[src/rtl/as512512512_spi_flash_rd_if.sv]
// rtl/as512512512_spi_flash_rd_if.sv - request, read-data and byte-engine signals of the flash read sequencer
interface as512512512_spi_flash_rd_if;
  logic        req_valid;
  logic [23:0] req_addr;
  logic [7:0]  req_len;
  logic        req_ready;
  logic [7:0]  rd_data;
  logic        rd_valid;
  logic        rd_ready;
  logic        busy;
  logic        CS_N;
  logic [7:0]  spi_din;
  logic        spi_start;
  logic        spi_busy;
  logic [7:0]  spi_dout;

  modport slave (
    input  req_valid, req_addr, req_len, rd_ready, spi_busy, spi_dout,
    output req_ready, rd_data, rd_valid, busy, CS_N, spi_din, spi_start
  );

  modport master (
    output req_valid, req_addr, req_len, rd_ready, spi_busy, spi_dout,
    input  req_ready, rd_data, rd_valid, busy, CS_N, spi_din, spi_start
  );
endinterface

[src/rtl/as512512512_spi_flash_rd.sv]
// rtl/as512512512_spi_flash_rd.sv - SPI flash READ (0x03) sequencer feeding the SPI byte engine
module as512512512_spi_flash_rd #(
  parameter int unsigned CS_GAP = 4,
  parameter logic [7:0]  RD_CMD = 8'h03
) (
  input logic                         clk,
  input logic                         rst,
  as512512512_spi_flash_rd_if.slave   bus
);

  localparam logic [3:0] ST_IDLE  = 4'd0;
  localparam logic [3:0] ST_CMD   = 4'd1;
  localparam logic [3:0] ST_A2    = 4'd2;
  localparam logic [3:0] ST_A1    = 4'd3;
  localparam logic [3:0] ST_A0    = 4'd4;
  localparam logic [3:0] ST_DATA  = 4'd5;
  localparam logic [3:0] ST_OUT   = 4'd6;
  localparam logic [3:0] ST_DESEL = 4'd7;

  // SETUP only occurs once, before the command byte, to give CS_N a cycle of setup
  localparam logic [1:0] PH_SETUP   = 2'd0;
  localparam logic [1:0] PH_ISSUE   = 2'd1;
  localparam logic [1:0] PH_WAIT_HI = 2'd2;
  localparam logic [1:0] PH_WAIT_LO = 2'd3;

  logic [3:0]  state;
  logic [1:0]  phase;
  logic [23:0] addr_q;
  logic [8:0]  remain;
  logic [7:0]  gap;
  logic [7:0]  rd_data_q;
  logic        rd_valid_q;
  logic [7:0]  tx_byte;
  logic        in_byte;
  logic        accept;

  assign in_byte = (state == ST_CMD) || (state == ST_A2) || (state == ST_A1) ||
                   (state == ST_A0)  || (state == ST_DATA);
  assign accept  = bus.req_valid && bus.req_ready;

  assign bus.req_ready = (state == ST_IDLE) && (gap == 8'd0);
  assign bus.busy      = (state != ST_IDLE);
  assign bus.CS_N      = (state == ST_IDLE) || (state == ST_DESEL);
  assign bus.spi_start = in_byte && (phase == PH_ISSUE);
  assign bus.spi_din   = tx_byte;
  assign bus.rd_data   = rd_data_q;
  assign bus.rd_valid  = rd_valid_q;

  // Byte presented to the engine for the current phase; dummy zeros clock in read data
  always_comb begin
    tx_byte = 8'h00;
    case (state)
      ST_CMD:  tx_byte = RD_CMD;
      ST_A2:   tx_byte = addr_q[23:16];
      ST_A1:   tx_byte = addr_q[15:8];
      ST_A0:   tx_byte = addr_q[7:0];
      default: tx_byte = 8'h00;
    endcase
  end

  // Transaction sequencer: command/address/data bytes, output hold, and CS deselect gap
  always_ff @(posedge clk) begin
    if (rst) begin
      state      <= ST_IDLE;
      phase      <= PH_SETUP;
      addr_q     <= 24'd0;
      remain     <= 9'd0;
      gap        <= 8'd0;
      rd_data_q  <= 8'd0;
      rd_valid_q <= 1'b0;
    end else begin
      case (state)
        ST_IDLE: begin
          if (accept) begin
            addr_q <= bus.req_addr;
            remain <= (bus.req_len == 8'd0) ? 9'd256 : {1'b0, bus.req_len};
            state  <= ST_CMD;
            phase  <= PH_SETUP;
          end
        end

        ST_CMD, ST_A2, ST_A1, ST_A0, ST_DATA: begin
          case (phase)
            PH_SETUP:   phase <= PH_ISSUE;
            PH_ISSUE:   phase <= PH_WAIT_HI;
            PH_WAIT_HI: if (bus.spi_busy) phase <= PH_WAIT_LO;
            default: begin
              // First cycle busy is seen low: the engine's received byte is valid now
              if (!bus.spi_busy) begin
                phase <= PH_ISSUE;
                case (state)
                  ST_CMD:  state <= ST_A2;
                  ST_A2:   state <= ST_A1;
                  ST_A1:   state <= ST_A0;
                  ST_A0:   state <= ST_DATA;
                  default: begin
                    state      <= ST_OUT;
                    rd_data_q  <= bus.spi_dout;
                    rd_valid_q <= 1'b1;
                  end
                endcase
              end
            end
          endcase
        end

        ST_OUT: begin
          // No new byte is issued until the consumer takes this one, pausing the SPI clock
          if (bus.rd_ready) begin
            rd_valid_q <= 1'b0;
            remain     <= remain - 9'd1;
            if (remain == 9'd1) begin
              state <= ST_DESEL;
              gap   <= 8'(CS_GAP);
            end else begin
              state <= ST_DATA;
              phase <= PH_ISSUE;
            end
          end
        end

        ST_DESEL: begin
          if (gap <= 8'd1) begin
            state <= ST_IDLE;
            gap   <= 8'd0;
          end else begin
            gap <= gap - 8'd1;
          end
        end

        default: state <= ST_IDLE;
      endcase
    end
  end

endmodule

[src/flat_wrapper.sv]
// flat-port wrapper written by rule: the top's interface ports become plain ports
module as512512512_spi_flash_rd_flat 
#(
  parameter int unsigned CS_GAP = 4,
  parameter logic [7:0]  RD_CMD = 8'h03
)
  (clk, rst, bus_req_valid, bus_req_addr, bus_req_len, bus_rd_ready, bus_spi_busy, bus_spi_dout, bus_req_ready, bus_rd_data, bus_rd_valid, bus_busy, bus_CS_N, bus_spi_din, bus_spi_start);
  as512512512_spi_flash_rd_if bus_i ();
  input logic clk;
  input logic rst;
  input wire logic [$bits(bus_i.req_valid)-1:0] bus_req_valid;
  input wire logic [$bits(bus_i.req_addr)-1:0] bus_req_addr;
  input wire logic [$bits(bus_i.req_len)-1:0] bus_req_len;
  input wire logic [$bits(bus_i.rd_ready)-1:0] bus_rd_ready;
  input wire logic [$bits(bus_i.spi_busy)-1:0] bus_spi_busy;
  input wire logic [$bits(bus_i.spi_dout)-1:0] bus_spi_dout;
  output wire logic [$bits(bus_i.req_ready)-1:0] bus_req_ready;
  output wire logic [$bits(bus_i.rd_data)-1:0] bus_rd_data;
  output wire logic [$bits(bus_i.rd_valid)-1:0] bus_rd_valid;
  output wire logic [$bits(bus_i.busy)-1:0] bus_busy;
  output wire logic [$bits(bus_i.CS_N)-1:0] bus_CS_N;
  output wire logic [$bits(bus_i.spi_din)-1:0] bus_spi_din;
  output wire logic [$bits(bus_i.spi_start)-1:0] bus_spi_start;
  assign bus_i.req_valid = bus_req_valid;
  assign bus_i.req_addr = bus_req_addr;
  assign bus_i.req_len = bus_req_len;
  assign bus_i.rd_ready = bus_rd_ready;
  assign bus_i.spi_busy = bus_spi_busy;
  assign bus_i.spi_dout = bus_spi_dout;
  assign bus_req_ready = bus_i.req_ready;
  assign bus_rd_data = bus_i.rd_data;
  assign bus_rd_valid = bus_i.rd_valid;
  assign bus_busy = bus_i.busy;
  assign bus_CS_N = bus_i.CS_N;
  assign bus_spi_din = bus_i.spi_din;
  assign bus_spi_start = bus_i.spi_start;
  as512512512_spi_flash_rd #(.CS_GAP(CS_GAP), .RD_CMD(RD_CMD)) u_core (.clk(clk), .rst(rst), .bus(bus_i));
endmodule
[config.mk]
export PLATFORM = sky130hd
export DESIGN_NAME = as512512512_spi_flash_rd_flat
export DESIGN_NICKNAME = d
export VERILOG_FILES = /design/src/rtl/as512512512_spi_flash_rd_if.sv /design/src/rtl/as512512512_spi_flash_rd.sv /design/src/flat_wrapper.sv
export SDC_FILE = /design/constraint.sdc
export NUM_CORES = 1
export LEC_CHECK = 0
export CORE_MARGIN = 2
export CORE_UTILIZATION = 55
export CTS_CLUSTER_SIZE = 20
export DETAILED_ROUTE_END_ITERATION = 7
export DONT_BUFFER_PORTS = 1
export GPL_TIMING_DRIVEN = 0
export PLACE_DENSITY = 0.7
export SLEW_MARGIN = 20
export SYNTH_ARGS = -nofsm -noshare
export SYNTH_HDL_FRONTEND = slang
export SYNTH_SLANG_ARGS = --single-unit
[constraint.sdc]
create_clock -name clk -period 2.5 [get_ports clk]
set_clock_uncertainty 0.05 [all_clocks]
set_input_delay 0.375 -clock clk [delete_from_list [all_inputs] [get_ports clk]]
set_output_delay 0.375 -clock clk [all_outputs]
set_load 0.005 [all_outputs]
==> results.cfg, run 1 <==
[critical_path]
crit_fanout = 10
reg2reg_slack_ns = 0.31
worst_path_max_delay_cell = dfxtp_1
r2r_cells = 6
path_class = reg2out
worstSetupStartpointType = register
required_ns = 2.08
r2r_end = u_core.gap[6]
endpoint_kind = output port
startpoint = u_core.state[0]
critPathMaxStageDelay_ns = 0.48
worstPathCellList = clkbuf_2 -> buf_2 -> a21oi_1 -> o31ai_1
r2r_start = u_core.remain[0]
critPathArrivalTime_ns = 1.83

[min_path]
whs_path_depth = 1
worstHoldStart = bus_rd_ready
min_path_type = in2reg
hold-path-endpoint = u_core.bus.rd_valid

[power_and_ir_drop]
p_sw_w = 0.000711
clockPowerShare_pct = 27.7
p_leak_nw = 1.14
seqPwrFrac_pct = 47.3
intPower_w = 0.00146
power_frac_comb_pct = 25.1
ir_drop_mv = 0.424
power_density_nw_per_um2 = 733
switching_share_pct = 32.7

[global_route]
grt_pass1_vias = 2326
grt_util_all_layers_pct = 23.4
grt_antenna_before_repair = 0
grt_max_degree = 18
grt_overflow = 0
grt_pass1_wl_um = 10200

[clock_network]
root_buffer = clkbuf_8
numClockSinks = 55
post_cts_buffers = 0
cts_tree = done
htree_levels = 2
cts_buffers = 5
cts_hold_buf = 0
clock_path_buffers = 2
path_clk_slew_ns = 0.10
worstSkewPairLatency_ns = 0.31
ctsResizeCount = 1

[timing]
finalCritPeriodShare_pct = 90.3
setup_viol_count_final = 0
hold_viol = 0
rsz0062_at_grt = no
drv_slew = 0
worst_pin_slew_ns = 0.839
layout_setup_ws_ns = 0.241
fmax_mhz = 443
layout_min_cycle_time_ns = 2.26
slew_headroom_pct = 43.6
fin_tns_setup_ns = 0

[layout]
nets = 419
drive_gt1_share_pct = 5.74
area_delta_synth_final_pct = 7.40
antenna_cells = 0

[job]
maxCapViolCount = 0

[synth]
synthFlopType = dfxtp_1
syn-cell-area_sq_um = 2760
yosysWarnings = 0
yosysUniqueCellTypes = 41
synth_nets = 412
syn_avg_cell_area_sq_um = 7.70
synth_top_cell_by_area = dfxtp_1
synthArstFlopShare_pct = 0
synth_edf_count = 0
synth_top_area_share_pct = 39.9
netlist_instances = 358
synthTopCellsByArea = dfxtp_1 (40%), nand2_1 (9.7%), a21oi_1 (7.8%)
ys_ff_latch = 55
ys_seq_area_share_pct = 39.9

[routing]
dr.pass1.iters = 4
dr_wl_met2_um = 2860
num_vias = 2467
initialDrtViolationCount = 117
vias_per_cell = 5.70
drt-total-wl_um = 6230
met1_length_um = 2860
routed.top_layer = met4
ant_nets = 0
wl_per_cell_um = 14.4
drc_errors = 0
wl_met3_um = 434

[floorplanning]
die_h_um = 74.8
dieArea_sq_um = 5590
die_w_um = 74.8
pin_count = 66
row_count = 25
start_util_pct = 57.6
placeableCoreArea_sq_um = 4790

[placed_design]
numPortBuffers = 0
place_congestion = 0.877
dp_hpwl_um = 4550
dp_slack_ns = 0.260

[outcome]
outcome = completed
layout by cell type (no fill, tap or decap), drive strengths merged, types with 2 or more instances in the layout:
master  instances
ha              9
a221oi          3
clkbuf         21
o211ai          2
nor2           36
a21o            7
nand4           2
buf             4
and3            2
a21oi          43
nor4b           3
o21a            2
nor2b           3
mux2i          15
nand2          71
clkinv          2
a211oi          2
nand3b          2
a31oi           4
inv            12
nor3            9
a31o            2
o31ai           3
o21ai          19
dfxtp          55
xnor2           5
nor4            7
nand3           6
or3             5
registers in the layout, indices dropped and copies added (netlist names):
signal	cells
u_core.gap	8
u_core.bus.rd_valid	1
u_core.phase	2
u_core.addr_q	24
u_core.bus.rd_data	8
u_core.state	3
u_core.remain	9
stage by stage:
step	instances	util [%]	hold slack (ns)	total power [W]	instance area (sq um)
6_report	433	61.9	0.110	0.00217	2960
5_1_grt	433	61.9	0.121	0.00229	2960
4_1_cts	433	61.7	0.107	0.00217	2950
3_5_place_dp	425	59.3	0.396	0.00158	2840
3_3_place_gp	425	59.3	0.388	0.00157	2840
2_1_floorplan	358	-	0.381	0.00145	2760
power groups by stage:
stage,clock network [W],registers [W],logic (W)
2_1_floorplan,0,0.00103,0.000428
3_3_place_gp,0,0.00104,0.000527
3_5_place_dp,0,0.00104,0.000538
4_1_cts,0.000607,0.00102,0.000542
5_1_grt,0.000638,0.00104,0.000616
6_report,0.000601,0.00103,0.000544
cells in the mapped netlist (3+ instances only):
library cell and n:
nand2_1 71, dfxtp_1 55, a21oi_1 43, nor2_1 36, o21ai_0 18, clkbuf_1 16
mux2i_1 15, inv_1 12, ha_1 9, nor3_1 8, a21o_1 7, nand3_1 6
nor4_1 5, or3_1 5, xnor2_1 5, a31oi_1 4, a221oi_1 3, buf_2 3
nor2b_1 3, nor4b_1 3, o31ai_1 3
worst max-delay path by stage:
stage                           endpoint  cells past startpoint
after CTS                 bus_spi_din[0]                      4
after detailed placement  bus_spi_din[0]                      4
after floorplan            u_core.gap[6]                      6
final                     bus_spi_din[0]                      4
after global placement    bus_spi_din[0]                      4
after global routing       u_core.gap[6]                      6
final cells by class:
type,instances,area (sq um)
fill,481,1830
clock inverter,3,43.8
sequential,55,1100
tap,67,83.8
clock buffer,5,68.8
multi-input combinational,271,1540
buffer,20,81.3
inverter,12,45.0
layer usage:
metal | vias up | track usage, %
li1 | 1244 | -
met1 | 1156 | 29.7
met2 | 59 | 39.0
met3 | 8 | 6.02
met4 | 0 | 7.74
met5 | - | 0
logic make-up after synthesis:
kind of cell | after synthesis | synth area share (%)
multiplexers | 16 | 5.86
XOR/XNOR | 5 | 1.59
flip-flops | 55 | 39.9
AND/OR/NAND/NOR | 151 | 25.1
buffers and inverters | 32 | 4.49
adder cells (fa/ha/maj) | 9 | 4.09
AO/OA/AOI/OAI | 90 | 19.0
worst max-delay path, delay by kind of cell, from the launching register on:
family | cells | cell delay (ns)
buffers and inverters | 2 | 0.59
DFF | 1 | 0.48
AOI/OAI and AO/OA | 2 | 0.45
No activity file was read; power rests on OpenSTA's default activity.
==> inputs of run 2 (changes only) <==
--- a/config.mk
+++ b/config.mk
@@ -6,12 +6,11 @@
 export NUM_CORES = 1
 export LEC_CHECK = 0
 export CORE_MARGIN = 2
-export CORE_UTILIZATION = 55
+export CORE_UTILIZATION = 45
 export CTS_CLUSTER_SIZE = 20
 export DETAILED_ROUTE_END_ITERATION = 7
 export DONT_BUFFER_PORTS = 1
 export GPL_TIMING_DRIVEN = 0
-export PLACE_DENSITY = 0.7
 export SLEW_MARGIN = 20
 export SYNTH_ARGS = -nofsm -noshare
 export SYNTH_HDL_FRONTEND = slang
==> run 2 against run 1 <==
  * Routed wire length up 2.9%
  * Sequential share of layout area up 0.17 points
  * Setup slack better by 0.032 ns
  * Maximum frequency up 1.4%
  * Non-clock buffer count unchanged
  * Sequential power about the same
  * Global-route usage down 4.0 points
  * Power down 4.7%
  * Final area down 0.46%
  * Combinational power about the same
  * Flip-flop and latch count unchanged
  * Largest cell class unchanged
  * Largest power group unchanged
  * Highest routed layer unchanged
==> results.cfg, run 2 (same netlist as run 1, synthesis figures left out) <==
[outcome]
outcome = completed

[clock_network]
htree_levels = 2
numClockSinks = 55
clock_path_buffers = 2
worstSkewPairLatency_ns = 0.31
cts_tree = done
cts_buffers = 5
root_buffer = clkbuf_8
post_cts_buffers = 0
path_clk_slew_ns = 0.10

[floorplanning]
row_count = 28
start_util_pct = 46.6
dieArea_sq_um = 6770
die_h_um = 82.3
placeableCoreArea_sq_um = 5920
die_w_um = 82.3
pin_count = 66

[routing]
dr_wl_met2_um = 2970
met1_length_um = 3020
num_vias = 2448
drc_errors = 0
routed.top_layer = met4
vias_per_cell = 5.55
dr.pass1.iters = 4
wl_met3_um = 339
initialDrtViolationCount = 98
wl_per_cell_um = 14.5
drt-total-wl_um = 6410
ant_nets = 0

[critical_path]
r2r_end = u_core.gap[6]
r2r_start = u_core.remain[0]
worstSetupStartpointType = register
reg2reg_slack_ns = 0.31
critPathArrivalTime_ns = 1.80
crit_fanout = 10
cp_num_buf_inv = 2
worst_path_max_delay_cell = dfxtp_1
cp_top_family = buffers and inverters
startpoint = u_core.state[0]
required_ns = 2.08
endpoint_kind = output port
critPathMaxStageDelay_ns = 0.48
path_class = reg2out
r2r_cells = 6
worstPathCellList = clkbuf_2 -> buf_2 -> a21oi_1 -> o31ai_1

[layout]
top_regs = u_core.addr_q x24, u_core.remain x9
largest_reg_flops = 24
most-common-layout-cells = nand2_1 (71), dfxtp_1 (55), a21oi_1 (43)
utilization_pct = 49.8
final_common_cell = nand2_1
drive_gt1_share_pct = 5.74
ff_latch_area_sq_um = 1100
fill_cells = 608
nets = 419
multi_input_area_sq_um = 1540
regMostFlops = u_core.addr_q
stdcell_area_sq_um = 2950
antenna_cells = 0
area_delta_synth_final_pct = 6.90

[timing]
fmax_mhz = 449
hold_viol = 0
drv_slew = 0
layout_min_cycle_time_ns = 2.23
rsz0062_at_grt = no
fin_tns_setup_ns = 0
slew_headroom_pct = 49.1
setup_viol_count_final = 0
worst_pin_slew_ns = 0.757
layout_setup_ws_ns = 0.273
finalCritPeriodShare_pct = 89.1

[power_and_ir_drop]
ir_drop_mv = 0.272
p_leak_nw = 1.12
power_density_nw_per_um2 = 702

[placed_design]
dp_slack_ns = 0.274
numPortBuffers = 0
place_area_sq_um = 2850
dp_hpwl_um = 4730
place_congestion = 0.794

[job]
maxCapViolCount = 0

[min_path]
whs_path_depth = 1
hold-path-endpoint = u_core.bus.rd_valid
min_path_type = in2reg
worstHoldStart = bus_rd_ready

[global_route]
grt_antenna_before_repair = 0
grt_overflow = 0
grt_pass1_vias = 2231
grt_pass1_wl_um = 10200
grt_util_all_layers_pct = 19.5
grt_max_degree = 18
run 2: cell types whose count changed in the layout (fill, tap and decap cells not counted), sizes merged:
cell / previous run / this run
clkinv: 2 / 1
clkinvlp: 0 / 2
bufinv: 1 / 0
run 2: final cells by class:
type	instances	share of cell area [%]
multi-input combinational	271	52.1
sequential	55	37.4
tap	75	3.18
buffer	20	2.76
clock buffer	5	2.34
inverter	12	1.53
clock inverter	3	0.679
run 2: repair_timing:
item	in CTS	in global routing
cloned	0	0
hold buffers	0	0
resized for setup	1	3
setup endpoints to repair	5	8
run 2: routing by layer:
| metal | global-route usage (%) | vias to the layer above |
|---|---|---|
| li1 | - | 1254 |
| met1 | 25.1 | 1129 |
| met2 | 32.7 | 57 |
| met3 | 4.02 | 8 |
| met4 | 5.50 | 0 |
| met5 | 0 | - |
run 2: stage by stage:
stage	hold WS (ns)	total power [W]	instances
global placement	0.388	0.00158	433
floorplan	0.381	0.00145	358
detailed placement	0.396	0.00159	433
CTS	0.103	0.00209	441
global route	0.106	0.00221	441
finish	0.112	0.00207	441
run 2: report_power, final:
group	switching (W)	internal, W	total (W)	leakage, nW
clock network	0.000304	0.000196	0.000500	0.0402
logic	0.000341	0.000203	0.000544	0.631
registers	0.0000662	0.000958	0.00102	0.449
total	0.000712	0.00136	0.00207	1.12
run 2: how the worst max path moves through the flow:
stage | endpoint | slack, ns | depth (start not counted)
floorplan | u_core.gap[6] | 0.65 | 6
global placement | bus_spi_din[0] | 0.29 | 4
detailed placement | u_core.gap[6] | 0.27 | 6
CTS | bus_spi_din[5] | 0.03 | 5
global route | u_core.gap[6] | 0.08 | 6
finish | bus_spi_din[0] | 0.27 | 4
==> inputs of run 3 (changes only) <==
--- a/config.mk
+++ b/config.mk
@@ -5,6 +5,7 @@
 export SDC_FILE = /design/constraint.sdc
 export NUM_CORES = 1
 export LEC_CHECK = 0
+export CAP_MARGIN = 20
 export CORE_MARGIN = 2
 export CORE_UTILIZATION = 45
 export CTS_CLUSTER_SIZE = 20
==> results of run 3 <==
No change in the layout: final DEF, timing and power equal those of run 2.
